**config.mk**
```make
export PLATFORM = sky130hd
export DESIGN_NAME = hex_scan_ctrl
export DESIGN_NICKNAME = d
export VERILOG_FILES = /design/src/rtl/hex_ctrl_pkg.sv /design/src/rtl/hex_scan_ctrl_seg7.sv /design/src/rtl/hex_scan_ctrl.sv
export SDC_FILE = /design/constraint.sdc
export NUM_CORES = 1
export LEC_CHECK = 0
export ABC_AREA = 1
export ABC_CLOCK_PERIOD_IN_PS = 2000
export BUFFER_PORTS_ARGS = -buffer_cell sky130_fd_sc_hd__buf_2
export CAP_MARGIN = 20
export CORE_MARGIN = 5
export CORE_UTILIZATION = 30
export CTS_BUF_LIST = sky130_fd_sc_hd__clkbuf_8
export DETAILED_ROUTE_END_ITERATION = 16
export GPL_ROUTABILITY_DRIVEN = 0
export PLACE_DENSITY = 0.53
export SYNTH_ARGS = -nofsm -noshare
export SYNTH_HDL_FRONTEND = slang
export SYNTH_SLANG_ARGS = --single-unit
```
**constraint.sdc**
```tcl
create_clock -name clk -period 2 [get_ports clk]
set_input_delay 0.2 -clock clk [delete_from_list [all_inputs] [get_ports clk]]
set_output_delay 0.2 -clock clk [all_outputs]
set_load 0.01 [all_outputs]
```
**src/rtl/hex_ctrl_pkg.sv**
```systemverilog
// Shared constants, state encoding and leading-zero helper for the hex scan controller.
// Optional feature macro: LEADING_ZERO_BLANK_EN.
package hex_ctrl_pkg;

  localparam int NUM_DIGITS = 6;
  localparam int IDX_W      = $clog2(NUM_DIGITS);
  localparam int DATA_W     = 4 * NUM_DIGITS;

  localparam logic [6:0] SEG_BLANK = 7'h7F;

  typedef enum logic {
    IDLE = 1'b0,
    SCAN = 1'b1
  } state_t;

  // Digit k is blanked when it and every digit above it are zero; digit 0 always shows.
  function automatic logic [NUM_DIGITS-1:0] lz_mask(input logic [DATA_W-1:0] data);
    logic [NUM_DIGITS-1:0] m;
    logic                  seen;
    m    = {NUM_DIGITS{1'b0}};
    seen = 1'b0;
    for (int k = NUM_DIGITS - 1; k > 0; k--) begin
      seen = seen | (data[4*k +: 4] != 4'h0);
      m[k] = ~seen;
    end
    return m;
  endfunction

endpackage

```
**src/rtl/hex_scan_ctrl_seg7.sv**
```systemverilog
// Hex nibble to active-low seven-segment decoder, segment order {g,f,e,d,c,b,a}.
module seg7 (
  input  logic [3:0] i_nib,
  output logic [6:0] o_seg
);

  // Pure lookup; the controller shares one instance across all digits.
  always_comb begin
    o_seg = 7'h7F;
    case (i_nib)
      4'h0:    o_seg = 7'b1000000;
      4'h1:    o_seg = 7'b1111001;
      4'h2:    o_seg = 7'b0100100;
      4'h3:    o_seg = 7'b0110000;
      4'h4:    o_seg = 7'b0011001;
      4'h5:    o_seg = 7'b0010010;
      4'h6:    o_seg = 7'b0000010;
      4'h7:    o_seg = 7'b1111000;
      4'h8:    o_seg = 7'b0000000;
      4'h9:    o_seg = 7'b0010000;
      4'hA:    o_seg = 7'b0001000;
      4'hB:    o_seg = 7'b0000011;
      4'hC:    o_seg = 7'b1000110;
      4'hD:    o_seg = 7'b0100001;
      4'hE:    o_seg = 7'b0000110;
      4'hF:    o_seg = 7'b0001110;
      default: o_seg = 7'h7F;
    endcase
  end

endmodule

```
**src/rtl/hex_scan_ctrl.sv**
```systemverilog
// Six-digit hex display controller: captures a load, decodes one digit per cycle through a
// shared seg7, then commits all digits at once. LEADING_ZERO_BLANK_EN adds leading-zero blanking.
module hex_scan_ctrl
  import hex_ctrl_pkg::*;
(
  input  logic              clk,
  input  logic              reset_n,
  input  logic              load_valid,
  input  logic [DATA_W-1:0] load_data,
  input  logic [5:0]        blank_mask,
  output logic              load_ready,
  output logic              done,
  output logic [6:0]        HEX0,
  output logic [6:0]        HEX1,
  output logic [6:0]        HEX2,
  output logic [6:0]        HEX3,
  output logic [6:0]        HEX4,
  output logic [6:0]        HEX5
);

  state_t                r_state;
  logic [IDX_W-1:0]      r_idx;
  logic [DATA_W-1:0]     r_data;
  logic [NUM_DIGITS-1:0] r_mask;
  logic                  r_ready;
  logic                  r_done;
  // The top digit is decoded on the commit edge and goes straight to HEX5, so it needs no shadow.
  logic [6:0]            r_shadow [0:NUM_DIGITS-2];
  logic [6:0]            r_hex    [0:NUM_DIGITS-1];

  logic [IDX_W+1:0]      w_bitpos;
  logic [3:0]            w_nib;
  logic [6:0]            w_seg;
  logic [NUM_DIGITS-1:0] w_lz;
  logic                  w_blank;
  logic [6:0]            w_digit;

  assign w_bitpos = {r_idx, 2'b00};
  assign w_nib    = r_data[w_bitpos +: 4];

`ifdef LEADING_ZERO_BLANK_EN
  assign w_lz = lz_mask(r_data);
`else
  assign w_lz = {NUM_DIGITS{1'b0}};
`endif

  assign w_blank = r_mask[r_idx] | w_lz[r_idx];
  assign w_digit = w_blank ? SEG_BLANK : w_seg;

  seg7 u_seg7 (
    .i_nib (w_nib),
    .o_seg (w_seg)
  );

  // Load capture, digit scan and atomic commit of all six digits.
  always_ff @(posedge clk or negedge reset_n) begin
    if (!reset_n) begin
      r_state <= IDLE;
      r_idx   <= {IDX_W{1'b0}};
      r_data  <= {DATA_W{1'b0}};
      r_mask  <= {NUM_DIGITS{1'b0}};
      r_ready <= 1'b1;
      r_done  <= 1'b0;
      for (int k = 0; k < NUM_DIGITS - 1; k++) r_shadow[k] <= 7'h00;
      for (int k = 0; k < NUM_DIGITS; k++)     r_hex[k]    <= SEG_BLANK;
    end else begin
      r_done <= 1'b0;
      case (r_state)
        IDLE: begin
          if (load_valid && r_ready) begin
            r_data  <= load_data;
            r_mask  <= blank_mask;
            r_idx   <= {IDX_W{1'b0}};
            r_ready <= 1'b0;
            r_state <= SCAN;
          end else begin
            r_ready <= 1'b1;
          end
        end
        SCAN: begin
          if (r_idx == IDX_W'(NUM_DIGITS - 1)) begin
            for (int k = 0; k < NUM_DIGITS - 1; k++) r_hex[k] <= r_shadow[k];
            r_hex[NUM_DIGITS-1] <= w_digit;
            r_idx   <= {IDX_W{1'b0}};
            r_done  <= 1'b1;
            r_ready <= 1'b1;
            r_state <= IDLE;
          end else begin
            r_shadow[r_idx] <= w_digit;
            r_idx           <= r_idx + IDX_W'(1);
          end
        end
        default: begin
          r_idx   <= {IDX_W{1'b0}};
          r_ready <= 1'b1;
          r_state <= IDLE;
        end
      endcase
    end
  end

  assign load_ready = r_ready;
  assign done       = r_done;
  assign HEX0       = r_hex[0];
  assign HEX1       = r_hex[1];
  assign HEX2       = r_hex[2];
  assign HEX3       = r_hex[3];
  assign HEX4       = r_hex[4];
  assign HEX5       = r_hex[5];

endmodule
```
==> summary.md, run 1 <==
| Metric | Value |
|---|---|
| Worst endpoint data arrival time | 2350 ps |
| Die extent in y | 138.4 um |
| Startpoint class of the critical path | register |
| Setup TNS | 0 ps |
| Final nets | 791 |
| Clk pin slew, worst setup/hold paths | 70 ps |
| Adder-Cell Fraction of Synth Area | 1.517% |
| Final Instance Count excl. Fillers | 985 |
| Most common cell after layout, fill and taps aside | nand2_1 |
| Yosys warnings | 0 |
| Cells after DPL | 916 |
| Cts bufs inserted | 17 |
| Layout area overhead | 35.45% |
| Hold Vio Cnt, Final | 0 |
| Mux cell area share after synthesis | 0% |
| PwrDens | 1848 nW/um2 |
| Max-slew violations | 0 |
| Leak pwr | 0.003506 uW |
| GRT overflow | 0 |
| Worst-margin pin slew | 708.5 ps |
| Worst EP required | 2380 ps |
| Final critical-path required period | 1974 ps |
| Critical path class | register to register |
| GR Util All Layers | 13.93% |
| RSZ-0062 raised after global routing | yes |
| Status | complete, no violations |
| Die Span X | 138.4 um |
| DR vias | 4182 |
| Drt wl/cell | 12.93 um |
| Period utilization | 98.72% |
| Endpoint class of the critical path | register |
| Core area | 16410 um2 |
| Final setup fails | 0 |
| Max rail drop VDD | 764.3 uV |
| Clock latency at the later pin of the worst-skew pair | 440 ps |
| Cell Area, Synth | 4948 um2 |
| Register area share after synthesis | 58.23% |
| Share of layout cells above drive strength 1 | 32.29% |
| Ports | 77 |
| Max-Cap Viols | 0 |
| Post-detail-place hpwl | 8843 um |
| I/O Buffers | 76 |
| Largest family of logic cells by synthesized area | simple AND/OR/NAND/NOR gates |
| Residual DRC | 0 |
| Synth area leaders | dfrtp_1 (35%), nand2_1 (27%), dfstp_2 (23%) |
| Sink Count | 113 |
| Max clock buf depth | 2 |
| Xor/xnor cell area share of the yosys netlist | 0% |
| Initial Util | 30.16% |
| Rows | 47 |
| Unique cell type count in the Yosys netlist | 23 |
| Fin area | 6703 um2 |
| CTS HTree Levels | 4 |
| Post-DRT Antenna Nets | 0 |
| N_diodes | 0 |
| Crit-path max FO | 6 |
| Post-layout util | 40.85% |
| Synth Register Bits | 113 |
| Root buf cell | clkbuf_8 |
| Syn nets | 646 |
| Post-synthesis instance total | 607 |
| Worst min path class | primary input to register |
| Most frequent cells in the layout | nand2_1 (330), buf_2 (75), dfrtp_1 (67) |
| Initial antenna violation count | 0 |
| Slew headroom | 52.70% |
| Simple-gate portion of the synthesized area | 32.04% |
| Fmax | 506.5 MHz |
| Iter 0 DRT Violations | 180 |
| Synth top area share | 35.40% |
| Largest net degree at the start of global routing | 47 |
| Final wirelength | 12740 um |
| CTS tree | done |
| Syn_area_per_cell | 8.152 um2 |
| Pre-antenna DRT Iters | 4 |
| Worst Skew | 11.65 ps |
| DP Area | 5778 um2 |
| Vias per Instance | 4.246 |
| Area leader, netlist | dfrtp_1 |
| First-pass GRT wire length | 21670 um |
| Area fraction in compound gates after synthesis | 3.135% |
| Number of global-route vias before repair | 4327 |
| Die area | 19160 um2 |
timing repair:
action / 4_1_cts / 5_1_grt
pin swaps: 4 / 25
hold buffers: 31 / 0
buffers inserted: 2 / 4
endpoints found under the hold margin: 61 / 0
gates resized for setup: 11 / 51
setup endpoints to repair: 30 / 42
cell usage after synthesis:
master / n
nand2_2: 2
nor2_2: 3
inv_2: 3
nand2_1: 357
nor3_1: 1
nor2_1: 11
nand3b_1: 1
o211ai_1: 3
a21oi_1: 2
buf_2: 6
nand4_1: 3
ha_1: 6
clkbuf_1: 10
o211ai_2: 1
buf_6: 3
o21ai_0: 21
dfstp_2: 43
nand3_1: 18
dfrtp_1: 70
nor2_4: 1
inv_1: 37
nand3_2: 4
o21ai_1: 1
final timing paths:
kind	from	end	slack, ps	cells after the start
min in group asynchronous	reset_n	r_shadow[6]	290	2
min reg2reg	HEX3[6]	HEX3[6]	460	2
max	r_idx[0]	r_shadow[2]	30	13
max in group asynchronous	reset_n	HEX5[2]	1040	3
max reg2reg	r_idx[0]	r_shadow[2]	30	13
min	load_valid	r_idx[1]	250	4
where the power goes:
group / switching, uW / total (uW) / internal (uW) / leakage (uW)
combinational: 3680 / 6000 / 2320 / 0.00200
sequential: 645 / 4380 / 3730 / 0.00131
clock: 940 / 2010 / 1070 / 0.000196
total: 5260 / 12400 / 7130 / 0.00351
worst max-delay path: stages, from the launching register on:
cell      delay, ps
dfrtp_2         450
buf_6           120
nand2_2          40
inv_2            60
nand2_2          60
a21oi_2         180
nor2_4           80
inv_2           100
ha_2            170
nand4_1         120
o211ai_2        280
buf_6           150
nand2_1          40
nand2_1          60
registers in the layout, indices dropped and copies added (netlist names), 6 cells and up:
| register | flops |
|---|---|
| r_shadow | 35 |
| r_data | 24 |
| HEX0 | 7 |
| HEX1 | 7 |
| HEX2 | 7 |
| HEX3 | 7 |
| HEX4 | 7 |
| HEX5 | 7 |
| r_mask | 6 |
routing by layer:
layer	global-route usage [%]	wire, um	vias to the layer above
met1	18.83	6126	1933
met3	4.075	543	8
li1	-	-	2145
met2	21.58	5980	96
met5	0	0	-
met4	4.524	89	0
logic make-up after synthesis:
logic type / Yosys count
buf+inv: 59
compound gates: 28
flops: 113
simple gates: 401
fa+ha+maj: 6
per-stage QoR:
step                setup slack (ps)  hold WS [ps]  total power (uW)
finish                         25.55         248.5             12390
global route                  -93.87         280.5             13540
CTS                            1.505         202.5             12000
detailed placement            -96.07         229.2              9665
global placement              -40.76         209.1              9521
floorplan                      35.31        -95.59              7591
cell type report:
cell class              count  area [um2]
multi-input cells         435        2001
clock inverters            15       131.4
flip-flops and latches    113        2885
inverters                  40       150.1
fillers                  1661        9704
well taps                 220       275.3
repair buffers            145        1026
clock buffers              17       234.0
Note: power is estimated with default switching activity, not from simulation.
==> run 2: changes to the inputs <==
--- a/config.mk
+++ b/config.mk
@@ -9,12 +9,14 @@
 export ABC_CLOCK_PERIOD_IN_PS = 2000
 export BUFFER_PORTS_ARGS = -buffer_cell sky130_fd_sc_hd__buf_2
 export CAP_MARGIN = 20
+export CELL_PAD_IN_SITES_DETAIL_PLACEMENT = 0
+export CELL_PAD_IN_SITES_GLOBAL_PLACEMENT = 1
 export CORE_MARGIN = 5
 export CORE_UTILIZATION = 30
 export CTS_BUF_LIST = sky130_fd_sc_hd__clkbuf_8
 export DETAILED_ROUTE_END_ITERATION = 16
 export GPL_ROUTABILITY_DRIVEN = 0
-export PLACE_DENSITY = 0.53
+export PLACE_DENSITY = 0.66
 export SYNTH_ARGS = -nofsm -noshare
 export SYNTH_HDL_FRONTEND = slang
 export SYNTH_SLANG_ARGS = --single-unit
==> summary.md, run 2 (same netlist as run 1, synthesis figures left out) <==
| Metric | Value |
|---|---|
| Core area | 16410 um2 (unchanged) |
| Worst setup margin | -33.08 ps (was 25.55 ps) |
| First-pass GRT wire length | 21340 um (was 21670 um) |
| Vias per Instance | 4.272 (was 4.246) |
| Cts bufs inserted | 17 (unchanged) |
| Worst-margin pin slew | 536.1 ps (was 708.5 ps) |
| Cells after DPL | 917 (was 916) |
| N_diodes | 0 (unchanged) |
| GR Util All Layers | 13.61% (was 13.93%) |
| Largest net degree at the start of global routing | 54 (was 47) |
| Final nets | 790 (was 791) |
| Ports | 77 (unchanged) |
| Number of global-route vias before repair | 4358 (was 4327) |
| Clk pwr share | 19.0% (was 16.3%) |
| Switching share of power | 41.36% (was 42.46%) |
| Root buf cell | clkbuf_8 (unchanged) |
| Final wirelength | 12660 um (was 12740 um) |
| Psw | 5295 uW (was 5260 uW) |
| Worst hold margin | 228.0 ps (was 248.5 ps) |
| Sink Count | 113 (unchanged) |
| Post-layout util | 41.10% (was 40.85%) |
| Largest regs | r_shadow: 35 flops, r_data: 24 flops (unchanged) |
| CP cell instances | buf_6 > o211ai_1 > nand2_2 > nor2_4 > ha_2 > buf_4 > nand3b_1 > o211ai_4 > buf_6 > nand2_1 > nand2_1 (was buf_6 > nand2_2 > inv_2 > nand2_2 > a21oi_2 > nor2_4 > inv_2 > ha_2 > nand4_1 > o211ai_2 > buf_6 > nand2_1 > nand2_1) |
| Combinational group share of total power | 47.2% (was 48.4%) |
| RSZ-0062 raised after global routing | yes (unchanged) |
| Buf/Inv on CP | 3 (was 4) |
| Worst endpoint data arrival time | 2360 ps (was 2350 ps) |
| Max-slew violations | 0 (unchanged) |
| Pre-antenna DRT Iters | 5 (was 4) |
| Most frequent cells in the layout | nand2_1 (338), buf_2 (75), dfrtp_1 (69) (was nand2_1 (330), buf_2 (75), dfrtp_1 (67)) |
| Crit path max-delay family | simple AND/OR/NAND/NOR gates (was compound AO/OA/AOI/OAI gates) |
| Endpoint class of the critical path | register (unchanged) |
| Most flops, register | r_shadow (unchanged) |
| Layout area overhead | 36.26% (was 35.45%) |
| Failing checks | negative setup slack |
| Crit-path max FO | 8 (was 6) |
| Hold Vio Cnt, Final | 0 (unchanged) |
| Worst EP required | 2320 ps (was 2380 ps) |
| Die Span X | 138.4 um (unchanged) |
| P_int | 7508 uW (was 7127 uW) |
| Max-Cap Viols | 0 (unchanged) |
| Period utilization | 101.7% (was 98.72%) |
| I/O Buffers | 76 (unchanged) |
| CTS tree | done (unchanged) |
| Reg power frac | 33.8% (was 35.3%) |
| PwrDens | 1899 nW/um2 (was 1848 nW/um2) |
| Post-DRT Antenna Nets | 0 (unchanged) |
| Most common cell after layout, fill and taps aside | nand2_1 (unchanged) |
| Worst path slowest cell | dfrtp_1 (was dfrtp_2) |
| Startpoint class of the critical path | register (unchanged) |
| Clk pin slew, worst setup/hold paths | 70 ps (about the same) |
| Die extent in y | 138.4 um (unchanged) |
| Drt wl/cell | 12.86 um (was 12.93 um) |
| Initial Util | 30.16% (unchanged) |
| CTS HTree Levels | 4 (unchanged) |
| Rows | 47 (unchanged) |
| Clock latency at the later pin of the worst-skew pair | 430 ps (was 440 ps) |
| Critical path class | register to register (unchanged) |
| Iter 0 DRT Violations | 169 (was 180) |
| Max rail drop VDD | 648.8 uV (was 764.3 uV) |
| Final Instance Count excl. Fillers | 984 (was 985) |
| GRT overflow | 0 (unchanged) |
| Worst min path class | primary input to register (unchanged) |
| Fmax | 491.9 MHz (was 506.5 MHz) |
| Final critical-path required period | 2033 ps (was 1974 ps) |
| Final setup fails | 12 (was 0) |
| Post-detail-place hpwl | 8859 um (was 8843 um) |
| Worst Skew | 11.53 ps (was 11.65 ps) |
| DR vias | 4204 (was 4182) |
| Max clock buf depth | 2 (unchanged) |
| Residual DRC | 0 (unchanged) |
| Leak pwr | 0.003530 uW (was 0.003506 uW) |
| Die area | 19160 um2 (unchanged) |
| Slowest cell delay on critical path | 420 ps (was 450 ps) |
| Initial antenna violation count | 0 (unchanged) |
| Status | finished with violations (was complete, no violations) |
| PnR Total Power | 12800 uW (was 12390 uW) |
| Max reg flops | 35 (unchanged) |
| Share of layout cells above drive strength 1 | 30.50% (was 32.29%) |
| Slew headroom | 64.26% (was 52.70%) |
[run 2: what timing repair did]
| action | 4_1_cts | 5_1_grt |
|---|---|---|
| setup buffers | 0 | 4 |
| hold buffers | 31 | 0 |
| pin swaps | 7 | 18 |
| gates resized for setup | 15 | 32 |
| hold endpoints to repair | 56 | 0 |
| endpoints found under the setup margin | 41 | 42 |
[run 2: final cells by class]
| class | instances | area [um2] |
|---|---|---|
| fillers | 1695 | 9664 |
| flip-flops and latches | 113 | 2883 |
| well taps | 220 | 275.3 |
| repair buffers | 144 | 1015 |
| multi-input cells | 435 | 1967 |
| clock buffers | 17 | 234.0 |
| inverters | 40 | 152.6 |
| clock inverters | 15 | 216.5 |
[run 2: metrics by stage]
step | setup slack (ps) | TNS, ps | cell area (um2)
after floorplan | 35.31 | 0 | 4951
after global placement | -159.6 | -2497 | 5786
after detailed placement | -187.7 | -3265 | 5786
after CTS | -15.23 | -50.68 | 6600
after global routing | -161.6 | -3809 | 6743
final | -33.08 | -194.1 | 6743
[run 2: tightest hold or removal path: cells and delay by family]
kind / cells / cell delay [ps]
AOI/OAI and AO/OA: 2 / 260
buffers and inverters: 2 / 150
[run 2: final timing paths]
kind | start | end | slack, ps | depth (start not counted)
min in group asynchronous | reset_n | r_shadow[13] | 300 | 2
max reg2reg | r_idx[0] | r_shadow[2] | -30 | 11
max in group asynchronous | reset_n | r_idx[1] | 930 | 3
min reg2reg | HEX1[3] | HEX1[3] | 460 | 2
max | r_idx[0] | r_shadow[2] | -30 | 11
min | load_valid | r_idx[0] | 230 | 4
[run 2: power by group through the flow]
stage / Combinational, uW / Clock, uW / Sequential (uW)
finish: 6040 / 2430 / 4330
floorplan: 3150 / 0 / 4440
global placement: 5350 / 0 / 4340
CTS: 5660 / 2520 / 4340
detailed placement: 5390 / 0 / 4360
global route: 6810 / 2610 / 4480
[run 2: layer usage]
metal / vias to the layer above / global-route usage [%] / share of wire, %
met1: 1938 / 18.05 / 48
met5: - / 0 / 0
met3: 22 / 4.385 / 4.8
li1: 2153 / - / -
met2: 91 / 21.12 / 46
met4: 0 / 4.576 / 1.7
